$ cat src/rtl/alu_pkg.sv
// ----------------------------------------------------------------------------
// alu_pkg
// Shared definitions for the ALU operation sequencer:
//   - opcode encodings driven to the downstream fixed-point ALU
//   - default operand width (DEF_N) and fractional bit count (DEF_Q)
//   - sequencer FSM state encoding
//   - overflow helper used when ALU_SEQ_OVF_FLAG_EN is defined
// ----------------------------------------------------------------------------
package alu_pkg;

    localparam logic [1:0] OP_ADD  = 2'b00;
    localparam logic [1:0] OP_SUB  = 2'b01;
    localparam logic [1:0] OP_MULT = 2'b10;
    localparam logic [1:0] OP_DIV  = 2'b11;

    localparam int DEF_N = 32;
    localparam int DEF_Q = 20;

    typedef enum logic [1:0] {
        S_IDLE  = 2'b00,
        S_ISSUE = 2'b01,
        S_HOLD  = 2'b10
    } seq_state_t;

    // Signed two's-complement overflow from the sign bits of the operands and
    // the result. Subtraction overflows when the operand signs differ and the
    // result sign no longer matches the minuend.
    function automatic logic ovf_flag(input logic [1:0] op,
                                      input logic       sign_a,
                                      input logic       sign_b,
                                      input logic       sign_r);
        logic flag;
        flag = 1'b0;
        case (op)
            OP_ADD:          flag = (sign_a == sign_b) && (sign_r != sign_a);
            OP_SUB:          flag = (sign_a != sign_b) && (sign_r != sign_a);
            OP_MULT, OP_DIV: flag = 1'b0;
            default:         flag = 1'b0;
        endcase
        return flag;
    endfunction

endpackage

$ cat src/rtl/alu_cmd_fifo.sv
// ----------------------------------------------------------------------------
// alu_cmd_fifo
// Synchronous command FIFO with a synchronous flush. The head entry is shown
// combinationally on pop_data; a pop only ever removes an entry that was
// already stored before the edge, so a push into an empty FIFO is poppable
// from the following cycle.
//
// Parameters: WIDTH (entry width), DEPTH (entries, power of two, >= 2)
// Ports:
//   clk, rst_n     clock, asynchronous active-low reset
//   flush          synchronous clear; wins over push and pop
//   push/push_data write request and entry (ignored when full)
//   pop            read request (ignored when empty)
//   pop_data       head entry
//   full, empty    occupancy flags
// ----------------------------------------------------------------------------
module alu_cmd_fifo #(
    parameter int WIDTH = 66,
    parameter int DEPTH = 4
) (
    input  logic             clk,
    input  logic             rst_n,
    input  logic             flush,
    input  logic             push,
    input  logic [WIDTH-1:0] push_data,
    input  logic             pop,
    output logic [WIDTH-1:0] pop_data,
    output logic             full,
    output logic             empty
);

    localparam int AW = $clog2(DEPTH);

    logic [WIDTH-1:0] mem [DEPTH];
    logic [AW-1:0]    wr_ptr;
    logic [AW-1:0]    rd_ptr;
    logic [AW:0]      count;
    logic             do_push;
    logic             do_pop;

    assign full     = (count == (AW+1)'(DEPTH));
    assign empty    = (count == '0);
    assign do_push  = push && !full && !flush;
    assign do_pop   = pop && !empty && !flush;
    assign pop_data = mem[rd_ptr];

    // NOTE: storage has no reset; validity is tracked by count, so clearing
    // the array would only add reset fan-out without changing behaviour.
    always_ff @(posedge clk) begin
        if (do_push) begin
            mem[wr_ptr] <= push_data;
        end
    end

    // Pointers are AW bits wide on a power-of-two depth, so they wrap modulo
    // DEPTH on their own.
    always_ff @(posedge clk or negedge rst_n) begin
        // NOTE: state registers use non-blocking assignments so every
        // always_ff sees the pre-edge values, independent of block ordering.
        if (!rst_n) begin
            wr_ptr <= '0;
            rd_ptr <= '0;
            count  <= '0;
        end else if (flush) begin
            wr_ptr <= '0;
            rd_ptr <= '0;
            count  <= '0;
        end else begin
            if (do_push) begin
                wr_ptr <= wr_ptr + 1'b1;
            end
            if (do_pop) begin
                rd_ptr <= rd_ptr + 1'b1;
            end
            case ({do_push, do_pop})
                2'b10:   count <= count + 1'b1;
                2'b01:   count <= count - 1'b1;
                default: count <= count;
            endcase
        end
    end

endmodule

$ cat src/rtl/alu_op_sequencer.sv
// ----------------------------------------------------------------------------
// alu_op_sequencer
// Queues {op, a, b} commands and feeds them one at a time to an external
// combinational fixed-point ALU. Each command is registered onto alu_a /
// alu_b / alu_op, the ALU is given one full cycle, and its result is captured
// into out_data / out_op and held under a valid/ready handshake.
//
// Parameters: N (operand width), Q (fractional bits, informational),
//             DEPTH (command FIFO depth, power of two, >= 2)
// Ports:
//   clk, rst_n                  clock, asynchronous active-low reset
//   flush                       synchronous clear of queue, issue and result
//   in_valid/in_ready           command handshake (in_ready = FIFO not full)
//   in_op, in_a, in_b           command opcode and operands
//   alu_a, alu_b, alu_op        registered operands/opcode to the ALU
//   alu_out                     combinational ALU result
//   out_valid/out_ready         result handshake
//   out_data, out_op            captured result and its opcode
//   out_ovf                     add/sub overflow flag (ALU_SEQ_OVF_FLAG_EN only)
//   busy                        queue non-empty or FSM not idle
//
// Build option: define ALU_SEQ_OVF_FLAG_EN to add the out_ovf output.
// ----------------------------------------------------------------------------
module alu_op_sequencer
    import alu_pkg::*;
#(
    parameter int N     = DEF_N,
    parameter int Q     = DEF_Q,
    parameter int DEPTH = 4
) (
    input  logic         clk,
    input  logic         rst_n,
    input  logic         flush,
    input  logic         in_valid,
    output logic         in_ready,
    input  logic [1:0]   in_op,
    input  logic [N-1:0] in_a,
    input  logic [N-1:0] in_b,
    output logic [N-1:0] alu_a,
    output logic [N-1:0] alu_b,
    output logic [1:0]   alu_op,
    input  logic [N-1:0] alu_out,
    output logic         out_valid,
    input  logic         out_ready,
    output logic [N-1:0] out_data,
    output logic [1:0]   out_op,
`ifdef ALU_SEQ_OVF_FLAG_EN
    output logic         out_ovf,
`endif
    output logic         busy
);

    localparam int CW = 2 + 2 * N;

    if (DEPTH < 2 || (DEPTH & (DEPTH - 1)) != 0) begin : g_bad_depth
        $error("alu_op_sequencer: DEPTH must be a power of two and at least 2");
    end
    if (Q < 0 || Q >= N) begin : g_bad_q
        $error("alu_op_sequencer: Q must lie in 0..N-1");
    end

    seq_state_t     state;
    logic           fifo_full;
    logic           fifo_empty;
    logic           pop_req;
    logic [CW-1:0]  fifo_head;
    logic [1:0]     head_op;
    logic [N-1:0]   head_a;
    logic [N-1:0]   head_b;

    alu_cmd_fifo #(
        .WIDTH (CW),
        .DEPTH (DEPTH)
    ) u_fifo (
        .clk       (clk),
        .rst_n     (rst_n),
        .flush     (flush),
        .push      (in_valid),
        .push_data ({in_op, in_a, in_b}),
        .pop       (pop_req),
        .pop_data  (fifo_head),
        .full      (fifo_full),
        .empty     (fifo_empty)
    );

    assign head_op  = fifo_head[CW-1 -: 2];
    assign head_a   = fifo_head[2*N-1 -: N];
    assign head_b   = fifo_head[N-1:0];

    // in_ready depends only on registered occupancy, so a full FIFO stays
    // closed even in a cycle where it is also being popped.
    assign in_ready = !fifo_full;
    assign busy     = !fifo_empty || (state != S_IDLE);

    // Pop whenever the FSM is about to load the ALU registers: from IDLE, or
    // from HOLD on the edge the current result is consumed.
    always_comb begin
        // NOTE: default first so every path assigns pop_req; otherwise a latch is inferred.
        pop_req = 1'b0;
        if (!fifo_empty) begin
            if (state == S_IDLE) begin
                pop_req = 1'b1;
            end else if (state == S_HOLD && out_ready) begin
                pop_req = 1'b1;
            end
        end
    end

    always_ff @(posedge clk or negedge rst_n) begin
        if (!rst_n) begin
            state     <= S_IDLE;
            alu_a     <= '0;
            alu_b     <= '0;
            alu_op    <= '0;
            out_valid <= 1'b0;
            out_data  <= '0;
            out_op    <= '0;
`ifdef ALU_SEQ_OVF_FLAG_EN
            out_ovf   <= 1'b0;
`endif
        end else if (flush) begin
            // The last captured out_data/out_op are left as they are; only
            // out_valid says whether they mean anything.
            state     <= S_IDLE;
            alu_a     <= '0;
            alu_b     <= '0;
            alu_op    <= '0;
            out_valid <= 1'b0;
        end else begin
            case (state)
                S_IDLE: begin
                    if (!fifo_empty) begin
                        alu_a  <= head_a;
                        alu_b  <= head_b;
                        alu_op <= head_op;
                        state  <= S_ISSUE;
                    end
                end
                S_ISSUE: begin
                    // alu_a/alu_b/alu_op have been stable for a full cycle.
                    out_data  <= alu_out;
                    out_op    <= alu_op;
`ifdef ALU_SEQ_OVF_FLAG_EN
                    out_ovf   <= ovf_flag(alu_op, alu_a[N-1], alu_b[N-1], alu_out[N-1]);
`endif
                    out_valid <= 1'b1;
                    state     <= S_HOLD;
                end
                S_HOLD: begin
                    if (out_ready) begin
                        out_valid <= 1'b0;
                        if (!fifo_empty) begin
                            alu_a  <= head_a;
                            alu_b  <= head_b;
                            alu_op <= head_op;
                            state  <= S_ISSUE;
                        end else begin
                            state  <= S_IDLE;
                        end
                    end
                end
                default: begin
                    state <= S_IDLE;
                end
            endcase
        end
    end

endmodule

$ cat config.mk
export PLATFORM = sky130hd
export DESIGN_NAME = alu_op_sequencer
export DESIGN_NICKNAME = d
export VERILOG_FILES = /design/src/rtl/alu_pkg.sv /design/src/rtl/alu_cmd_fifo.sv /design/src/rtl/alu_op_sequencer.sv
export SDC_FILE = /design/constraint.sdc
export NUM_CORES = 1
export LEC_CHECK = 0
export ABC_CLOCK_PERIOD_IN_PS = 4200
export CAP_MARGIN = 20
export CORE_UTILIZATION = 54
export DETAILED_ROUTE_END_ITERATION = 10
export HOLD_SLACK_MARGIN = 0.06
export PLACE_DENSITY = 0.9
export SYNTH_ARGS = -nofsm -noshare
export SYNTH_HDL_FRONTEND = slang
export SYNTH_SLANG_ARGS = --single-unit
$ cat constraint.sdc
create_clock -name clk -period 4.2 [get_ports clk]
set_clock_uncertainty 0.1 [all_clocks]
set_input_delay 0.63 -clock clk [delete_from_list [all_inputs] [get_ports clk]]
set_output_delay 0.63 -clock clk [all_outputs]
set_load 0.02 [all_outputs]
# Yosys cells after proc, flatten, opt, wreduce, memory -nomap -nowiden
# Memory sizes are Yosys's and may differ from the RTL's.
# Cells that the tools add are included.
# Widths: inputs -> output; s select.
[word_totals]
reg_bits = 110
mem_bits_rw = 264
in_bits = 103
output_inout_bits = 103
wordCells = 75
mem_count = 1
[mem_list]
columns = ["memory", "depth", "width", "read_ports", "rd_ports_with_merged_regs", "write_ports", "line_no", "text"]
rows = [
  ["u_fifo.mem", 4, 66, 1, 0, 1, "alu_cmd_fifo.sv:34", "logic [WIDTH-1:0] mem [DEPTH];"],
]
[classes]
add_sub_neg = 4
eq_ne = 7
mux = 31
bitwise_logic = 1
n_reduce_logical = 21
[op_table]
columns = ["operator", "n"]
rows = [
  ["$mux 32", 6],
  ["$pmux 32 s2", 2],
  ["$mux 2", 10],
  ["$reduce_bool 3->1", 3],
  ["$mux 1", 8],
  ["$reduce_and 2->1", 4],
  ["$ne 3x3->1 const B", 2],
  ["$pmux 2 s3", 1],
  ["$pmux 3 s2", 1],
  ["$reduce_bool 2->1", 3],
  ["$logic_and 1x1->1", 5],
  ["$add 2x1->2 const B", 2],
  ["$eq 2x1->1 const B", 2],
  ["$eq 2x2->1 const B", 2],
  ["$pmux 2 s2", 1],
  ["$add 3x1->3 const B", 1],
  ["$eq 3x3->1 const B", 1],
  ["$logic_not 1->1", 3],
  ["$logic_not 3->1", 1],
  ["$mux 3", 1],
  ["$sub 3x1->3 const B", 1],
  ["$logic_not 2->1", 1],
  ["$pmux 1 s2", 1],
  ["$logic_or 1x1->1", 1],
  ["$not 1->1", 1],
]

# Longest topological paths before layout
# Gate-level depths: netlist (run 1).
[logic_depth]
ltp_word = 10
ltp_mapped = 10
depth_no_buf = 8

# Hierarchy
# From an unflattened synthesis (run 1), not the netlist that was laid out.
[hier_totals]
hier_cells = 782
hier_area_um2 = 14735.4
[by_module_without_submodules]
columns = ["mod", "instances", "cells_per_inst", "area_per_inst_um2", "seq_area_each_um2"]
rows = [
  ["alu_cmd_fifo", 1, 409, 10093.4, 8102.8],
  ["alu_op_sequencer", 1, 373, 4642.0, 2577.5],
]

# Worst setup path after synthesis (run 1)
# No wires, ideal clock.
[synth_timing]
path_kind = "in2reg"
from = "input flush"
to = "memory u_fifo.mem[0][0], enable pin"
setup_ns = 0.431
arrival_ns = 2.760
required_time_ns = 3.669
setup_slack_ns = 0.908
path_stages = 4
n_path_buf = 2
path_cell_list = "clkbuf_1 clkbuf_1 nor2_1 and2_1"
[synth_via]
elab_chain_len = 4
[synth_rtl]
columns = ["item", "line_no", "text"]
rows = [
  ["start, declared", "alu_op_sequencer.sv:33", "input logic flush,"],
  ["$logic_not 1->1", "alu_cmd_fifo.sv:43", "assign do_push = push && !full && !flush;"],
  ["$logic_and 1x1->1", "alu_cmd_fifo.sv:43", ""],
  ["$mux 1", "alu_cmd_fifo.sv:50", "if (do_push) begin"],
  ["$mux 1 (not written as such)", "alu_cmd_fifo.sv:51", "mem[wr_ptr] <= push_data;"],
  ["end, declared", "alu_cmd_fifo.sv:34", ""],
]
# Every way passes these cells.

# Final worst setup path (run 1)
[layout_timing]
from = "register u_fifo.count[0]"
to = "output in_ready"
[layout_via]
elab_chain_len = 2
[layout_rtl]
columns = ["item", "line_no", "text"]
rows = [
  ["start, declared", "alu_cmd_fifo.sv:37", "logic [AW:0] count;"],
  ["start signal, assigned", "alu_cmd_fifo.sv:76", "2'b10: count <= count + 1'b1;"],
  ["start signal, assigned", "alu_cmd_fifo.sv:77", "2'b01: count <= count - 1'b1;"],
  ["start signal, assigned", "alu_cmd_fifo.sv:78", "default: count <= count;"],
  ["$eq 3x3->1", "alu_cmd_fifo.sv:41", "assign full = (count == (AW+1)'(DEPTH));"],
  ["$logic_not 1->1", "alu_op_sequencer.sv:92", "assign in_ready = !fifo_full;"],
  ["end, declared", "alu_op_sequencer.sv:35", "output logic in_ready,"],
]
# Every way passes these cells.

==> results of run 1 <==
[cells by family after synthesis]
group / synth area share (%)
AO/OA/AOI/OAI: 2.548
XOR/XNOR: 0.3831
adder cells (fa/ha/maj): 0.4989
buffers and inverters: 1.853
flip-flops: 76.04
multiplexers: 13.57
AND/OR/NAND/NOR: 5.113
[worst register-to-register path, cell delays in order, from the launching register on]
cell and delay (ns):
dfrtp_1 0.46, nor3_4 0.34, or3_2 0.20, nor2_2 0.04, and2_1 0.20, fa_1 0.38, nor4_1 0.35, a2bb2oi_1 0.13
mux2_2 0.29
[flip-flops by register name, indices dropped and copies added, names as in the netlist]
name	cells
out_valid	1
state	2
u_fifo.mem	264
u_fifo.count	3
u_fifo.rd_ptr	2
alu_op	2
out_op	2
out_data	32
alu_a	32
alu_b	32
u_fifo.wr_ptr	2
[routing by layer]
metal,GRT usage [%],up-vias,share of wire (%)
li1,-,3328,-
met1,28.30,3775,41
met2,36.15,291,50
met3,3.682,50,6.7
met4,6.967,0,2.2
met5,0,-,0
[cell type report]
type	instances	share of cell area, %
well taps	330	2.357
inverters	3	0.06428
diodes	1	0.01428
clock inverters	11	0.6428
repair buffers	214	12.28
multi-input cells	347	17.79
clock buffers	55	5.842
flip-flops and latches	374	61.01
[how the worst max path moves through the flow]
stage | slack [ns] | depth (start not counted) | end
6_report | 1.44 | 2 | in_ready
3_5_place_dp | 1.00 | 9 | u_fifo.count[2]
4_1_cts | 1.42 | 2 | in_ready
2_1_floorplan | 0.91 | 4 | u_fifo.mem[0][0]
3_3_place_gp | 1.10 | 9 | u_fifo.count[2]
5_1_grt | 1.37 | 2 | in_ready
[power by group through the flow]
| stage | Clock (mW) | Sequential [mW] | Combinational [mW] |
|---|---|---|---|
| 2_1_floorplan | 0 | 5.52 | 1.73 |
| 3_3_place_gp | 0 | 5.13 | 3.50 |
| 3_5_place_dp | 0 | 5.18 | 3.57 |
| 4_1_cts | 3.16 | 5.11 | 3.60 |
| 5_1_grt | 3.30 | 5.18 | 3.81 |
| 6_report | 3.11 | 5.09 | 3.56 |
[placed cells by master, fill, tap and decap left out, types with 2 or more instances in the layout]
cell type,synthesis,layout
mux2_2,35,35
nand3_1,2,2
xnor2_1,3,3
buf_4,7,8
dfrtp_1,110,108
nor2_1,7,7
clkdlybuf4s50_1,0,203
nor2_2,2,2
bufinv_16,0,2
nor2b_1,4,4
clkinv_1,0,2
nor3_4,2,2
a21oi_1,68,68
clkbuf_1,16,15
ha_1,4,4
clkinv_2,0,4
inv_1,3,3
clkbuf_8,0,3
clkbuf_16,0,37
inv_6,0,2
dfrtp_4,0,2
buf_12,0,3
mux4_2,66,66
nand2b_1,4,4
nand2_1,134,134
and2_4,0,4
edfxtp_1,264,264
[synth_stat cells]
| master | n |
|---|---|
| nor2_1 | 7 |
| nand2b_1 | 4 |
| nand2_1 | 134 |
| xnor2_1 | 3 |
| nand3_1 | 2 |
| xnor2_4 | 1 |
| mux4_2 | 66 |
| inv_1 | 3 |
| buf_6 | 7 |
| clkbuf_1 | 16 |
| a2bb2oi_1 | 1 |
| buf_1 | 2 |
| nor2b_1 | 4 |
| edfxtp_1 | 264 |
| ha_1 | 4 |
| nor4_1 | 1 |
| nor4b_1 | 1 |
| mux2i_1 | 1 |
| buf_2 | 10 |
| fa_1 | 1 |
| a21oi_1 | 68 |
| a221oi_1 | 1 |
| and2_1 | 5 |
| nor3_4 | 2 |
| buf_4 | 7 |
| or3_1 | 1 |
| mux2_4 | 1 |
| mux2_2 | 35 |
| dfrtp_1 | 110 |
| nand2_8 | 1 |
| nor2_2 | 2 |
| or3b_4 | 1 |
==> impl_metrics.env, run 1 <==
export IMPL_p_sw_share_pct=30.56
export IMPL_hold_path_class="input pin to async pin"
export IMPL_tightestPinTransition_ns=1.032
export IMPL_final_max_slew_viol_count=0
export IMPL_reg2reg_setup_slack_ns=1.59
export IMPL_final_cell_area_excluding_filler_cells_um2=17520
export IMPL_synth_top_cells_by_area="edfxtp_1, dfrtp_1, mux4_2"
export IMPL_nFillCells=1574
export IMPL_finalHoldWorstSlack_ns=0.05630
export IMPL_grt_antenna_before_repair=0
export IMPL_route_detailed_vias_per_inst=5.576
export IMPL_vias_in_the_first_global_route=7650
export IMPL_num_nets_final=1084
export IMPL_fin_crit_share_pct=65.73
export IMPL_num_vias=7444
export IMPL_layout_area_seq_um2=10690
export IMPL_cp_start_kind="register"
export IMPL_endpoint_kind="primary output"
export IMPL_place_inst=1268
export IMPL_timing_critical_path_from="u_fifo.count[0]"
export IMPL_yosys_register_bits=374
export IMPL_cts_reportedPaths_clkPinSlew_ns=0.06
export IMPL_count_of_final_setup_violators=0
export IMPL_die_y_um=163.3
export IMPL_detail_route_drc_violations=0
export IMPL_worst_path_max_delay_cell="clkdlybuf4s50_1"
export IMPL_power_ir_vdd_worst_mv=0.5600
export IMPL_routed_wirelength_um=27830
export IMPL_total_leakage_power_nw=6.113
export IMPL_final_core_utilization_pct=69.17
export IMPL_synth_sequential_area_ratio_pct=76.04
export IMPL_start_util_pct=55.46
export IMPL_placement_setup_worst_slack_ns=1.003
export IMPL_clk_latency_ns=0.52
export IMPL_hold_violations=0
export IMPL_syn_instance_count=766
export IMPL_cts_htree_levels=2
export IMPL_crit_chain="or3b_4 > clkdlybuf4s50_1"
export IMPL_r2r_end="u_fifo.count[2]"
export IMPL_synth_area_per_cell_um2=18.34
export IMPL_fin_ws_ns=1.439
export IMPL_netSwitchingPower_mw=3.594
export IMPL_tritoncts_clock_tree="done"
export IMPL_max_stage_delay_ns=0.57
export IMPL_worst_endpoint_arrival_ns=2.03
export IMPL_fp_coreArea_um2=25330
export IMPL_gr_total_overflow=0
export IMPL_worst_slew_margin_relative_to_its_limit_pct=31.22
export IMPL_synth_fp_nets=874
export IMPL_internal_power_mw=8.168
export IMPL_syn_to_final_growth_pct=24.73
export IMPL_power_sequential_fraction_pct=43.3
export IMPL_critical_path_max_fanout=5
export IMPL_timing_critical_path_max_delay_family="buffers and inverters"
export IMPL_finalCriticalPeriod_ns=2.761
export IMPL_die_area_um2=26660
export IMPL_r2r_start="u_fifo.count[0]"
export IMPL_yosysWarningCount=0
export IMPL_drt_pre_antenna_iters=5
export IMPL_grt_setup_unrepaired="false"
export IMPL_pwr_share_comb_pct=30.2
export IMPL_cap_viol_max_count=0
export IMPL_grtUsageTotal_pct=21.36
export IMPL_max_freq_mhz=362.2
export IMPL_antenna_violating_nets_post_route=0
export IMPL_synth_distinct_cells=32
export IMPL_post_synth_top_area_cell="edfxtp_1"
export IMPL_grt_pass1_wl_um=42370
export IMPL_place_congestion=0.7516
export IMPL_final_cells=1335
export IMPL_class_of_the_most_critical_setup_path="register to primary output"
export IMPL_timing_setup_tns_ns=0
export IMPL_synth_top_cell_area_share_pct=56.44
export IMPL_dp_hpwl_um=16910
export IMPL_area_used_by_multi_input_combinational_logic_um2=3117
export IMPL_pin_count_of_the_biggest_net_entering_global_routing=82
export IMPL_power_mw=11.76
export IMPL_route_detailed_wl_per_inst_um=20.85
export IMPL_number_of_sinks_driven_by_the_clock_tree=374
export IMPL_top_level_ports=206
export IMPL_numPortBuffers=205
export IMPL_postPlaceCellArea_um2=16380
export IMPL_drive_gt1_share_pct=17.53
export IMPL_outcome="finished, final reports clean"
export IMPL_row_count=58
export IMPL_cts_buffers_inserted=36
export IMPL_cts_post_setup_buffers_inserted=0
export IMPL_mapped_area_um2=14050
export IMPL_cell_chosen_for_the_clock_root="clkbuf_16"
export IMPL_drtIter0Drc=712
export IMPL_critical_path_data_required_time_ns=3.47
export IMPL_timing_reg2reg_worst_path_depth=8
export IMPL_clockPowerShare_pct=26.5
export IMPL_p_per_area_nw_per_um2=671.4
export IMPL_die_width_um=163.3
export IMPL_cts_hold_buffers_added=0
export IMPL_largest_buffer_count_on_any_clock_path=3
export IMPL_cts_resized=0
export IMPL_cp_buffers_inverters=1
No activity file was read; power rests on OpenSTA's default activity.
==> run 2: changes to the inputs <==
--- a/config.mk
+++ b/config.mk
@@ -5,12 +5,12 @@
 export SDC_FILE = /design/constraint.sdc
 export NUM_CORES = 1
 export LEC_CHECK = 0
-export ABC_CLOCK_PERIOD_IN_PS = 4200
+export ABC_CLOCK_PERIOD_IN_PS = 2200
 export CAP_MARGIN = 20
-export CORE_UTILIZATION = 54
+export CORE_UTILIZATION = 49
 export DETAILED_ROUTE_END_ITERATION = 10
 export HOLD_SLACK_MARGIN = 0.06
-export PLACE_DENSITY = 0.9
+export PLACE_DENSITY = 0.87
 export SYNTH_ARGS = -nofsm -noshare
 export SYNTH_HDL_FRONTEND = slang
 export SYNTH_SLANG_ARGS = --single-unit
==> constraint.sdc (replaced) <==
create_clock -name clk -period 2.2 [get_ports clk]
set_clock_uncertainty 0.1 [all_clocks]
set_input_delay 0.33 -clock clk [delete_from_list [all_inputs] [get_ports clk]]
set_output_delay 0.33 -clock clk [all_outputs]
set_load 0.02 [all_outputs]
==> run 2 against run 1 <==
Against the previous run:
- register-to-register slack got worse by 1.5 ns
- global-route usage decreased by 0.68 points
- die area rose by 10%
- setup slack worse by 1.4 ns
- highest routed layer unchanged
- critical path depth unchanged
- sequential cell count stayed put
- clock-buffer cell count increased by 4
- first-iteration DRC count fell by 28%
- power increased by 98%
- combinational power increased by 110%
- final cell count rose by 6.1%
- cell area increased by 3.7%
==> impl_metrics.env, run 2 (synthesis results as in run 1) <==
export IMPL_total_leakage_power_nw=6.378
export IMPL_class_of_the_most_critical_setup_path="register to primary output"
export IMPL_outcome="finished, final reports clean"
export IMPL_tightestPinTransition_ns=0.8707
export IMPL_gr_total_overflow=0
export IMPL_hold_path_class="input pin to async pin"
export IMPL_timing_reg2reg_worst_path_depth=8
export IMPL_fin_ws_ns=0.05934
export IMPL_final_max_slew_viol_count=0
export IMPL_grt_busiest_layer="met2"
export IMPL_route_detailed_wl_per_inst_um=21.00
export IMPL_largest_buffer_count_on_any_clock_path=3
export IMPL_placement_setup_worst_slack_ns=-0.3638
export IMPL_reg2reg_setup_slack_ns=0.09
export IMPL_cts_htree_levels=2
export IMPL_most_common_layout_cells="edfxtp_1, clkdlybuf4s50_1, nand2_1, dfrtp_1, a21oi_1"
export IMPL_cts_buffers_inserted=38
export IMPL_grt_use_met2_pct=37.12
export IMPL_fp_coreArea_um2=28010
export IMPL_die_width_um=171.3
export IMPL_worst_endpoint_arrival_ns=1.71
export IMPL_largest_register_ffs=264
export IMPL_cap_viol_max_count=0
export IMPL_pin_count_of_the_biggest_net_entering_global_routing=74
export IMPL_drive_gt1_share_pct=20.91
export IMPL_place_congestion=0.7422
export IMPL_grt_antenna_before_repair=0
export IMPL_crit_chain="or3b_4 > clkdlybuf4s15_2"
export IMPL_hold_violations=0
export IMPL_routed_wirelength_um=29750
export IMPL_row_count=61
export IMPL_num_vias=7690
export IMPL_p_per_area_nw_per_um2=1284
export IMPL_max_freq_mhz=467.1
export IMPL_gr_usage_met3_pct=5.407
export IMPL_die_y_um=171.3
export IMPL_finalHoldWorstSlack_ns=0.1729
export IMPL_dp_hpwl_um=18760
export IMPL_clk_latency_ns=0.51
export IMPL_grt_setup_unrepaired="false"
export IMPL_critical_path_max_fanout=4
export IMPL_nFillCells=1927
export IMPL_num_nets_final=1116
export IMPL_die_area_um2=29350
export IMPL_use_met1_pct=24.68
export IMPL_cp_start_kind="register"
export IMPL_critical_path_data_required_time_ns=1.77
export IMPL_r2r_end="u_fifo.count[2]"
export IMPL_cell_chosen_for_the_clock_root="clkbuf_16"
export IMPL_timing_setup_tns_ns=0
export IMPL_largest_register_by_flop_count="u_fifo.mem"
export IMPL_max_stage_delay_ns=0.48
export IMPL_antenna_violating_nets_post_route=0
export IMPL_tritoncts_clock_tree="done"
export IMPL_endpoint_kind="primary output"
export IMPL_detail_route_drc_violations=0
export IMPL_grtUsageTotal_pct=20.68
export IMPL_cts_reportedPaths_clkPinSlew_ns=0.06
export IMPL_postPlaceCellArea_um2=16900
export IMPL_top_level_ports=206
export IMPL_route_detailed_vias_per_inst=5.427
export IMPL_power_ir_vdd_worst_mv=0.9308
export IMPL_numPortBuffers=205
export IMPL_timing_critical_path_from="u_fifo.count[0]"
export IMPL_finalCriticalPeriod_ns=2.141
export IMPL_drtIter0Drc=510
export IMPL_worst_path_max_delay_cell="or3b_4"
export IMPL_critPathCapture="in_ready"
export IMPL_mostFrequentLayoutCell="edfxtp_1"
export IMPL_drt_pre_antenna_iters=5
export IMPL_syn_to_final_growth_pct=29.40
export IMPL_number_of_sinks_driven_by_the_clock_tree=374
export IMPL_final_cell_area_excluding_filler_cells_um2=18170
export IMPL_count_of_final_setup_violators=0
export IMPL_r2r_start="u_fifo.count[2]"
export IMPL_start_util_pct=50.15
export IMPL_worst_slew_margin_relative_to_its_limit_pct=41.95
export IMPL_vias_in_the_first_global_route=8030
export IMPL_fin_crit_share_pct=97.30
export IMPL_grt_pass1_wl_um=45010
[run 2: changes by cell type in the layout (fill, tap and decap cells not counted), sizes merged, moves of 2 or more]
cell	previous run	this run
clkbuf	55	60
dlygate4sd3	0	2
buf	11	39
clkdlybuf4s50	203	201
[run 2: worst min-delay path by stage]
stage / startpoint / end / slack, ns / cells after the start
3_5_place_dp: rst_n / out_data[4] / 0.16 / 1
5_1_grt: rst_n / out_data[31] / 0.20 / 2
4_1_cts: rst_n / alu_b[19] / 0.16 / 2
3_3_place_gp: rst_n / out_data[20] / 0.15 / 1
2_1_floorplan: rst_n / alu_a[0] / -0.07 / 0
6_report: rst_n / out_data[31] / 0.17 / 2
[run 2: layout make-up]
class	instances	area [µm²]	share of cell area (%)
Antenna cell	1	2.502	0.01377
Clock buffer	59	1134	6.237
Clock inverter	11	115.1	0.6333
Inverter	3	11.26	0.06196
Multi-Input combinational cell	347	3143	17.29
Sequential cell	374	10690	58.81
Tap cell	378	473.0	2.602
Timing Repair Buffer	244	2608	14.35
[run 2: stage by stage]
step / utilization, % / instances / power [mW]
after floorplan: - / 766 / 13.87
after global placement: 60.34 / 1344 / 17.01
after detailed placement: 60.34 / 1344 / 17.23
after CTS: 64.89 / 1416 / 23.60
after global routing: 64.88 / 1416 / 24.37
final: 64.89 / 1417 / 23.33
[run 2: critical path, delay by kind of cell, from the launching register on]
family | cells | cell delay, ns
buffers and inverters | 1 | 0.30
DFF | 1 | 0.42
and+or+nand+nor | 1 | 0.48
[run 2: timing repair]
item / in CTS / in global routing
gates cloned: 0 / 0
hold endpoints to repair: 114 / 0
resized for setup: 7 / 1
setup buffers: 0 / 0
setup endpoints to repair: 3 / 1
hold buffers: 2 / 0
[run 2: routing by layer]
layer | vias up | routed length [µm]
met2 | 303 | 15200
li1 | 3390 | -
met4 | 0 | 499
met5 | - | 0
met1 | 3962 | 11590
met3 | 35 | 2465
[run 2: where the power goes]
part,switching [mW],internal (mW)
clock network,2.52,3.80
registers,0.754,8.80
logic,3.83,3.63
total,7.10,16.2
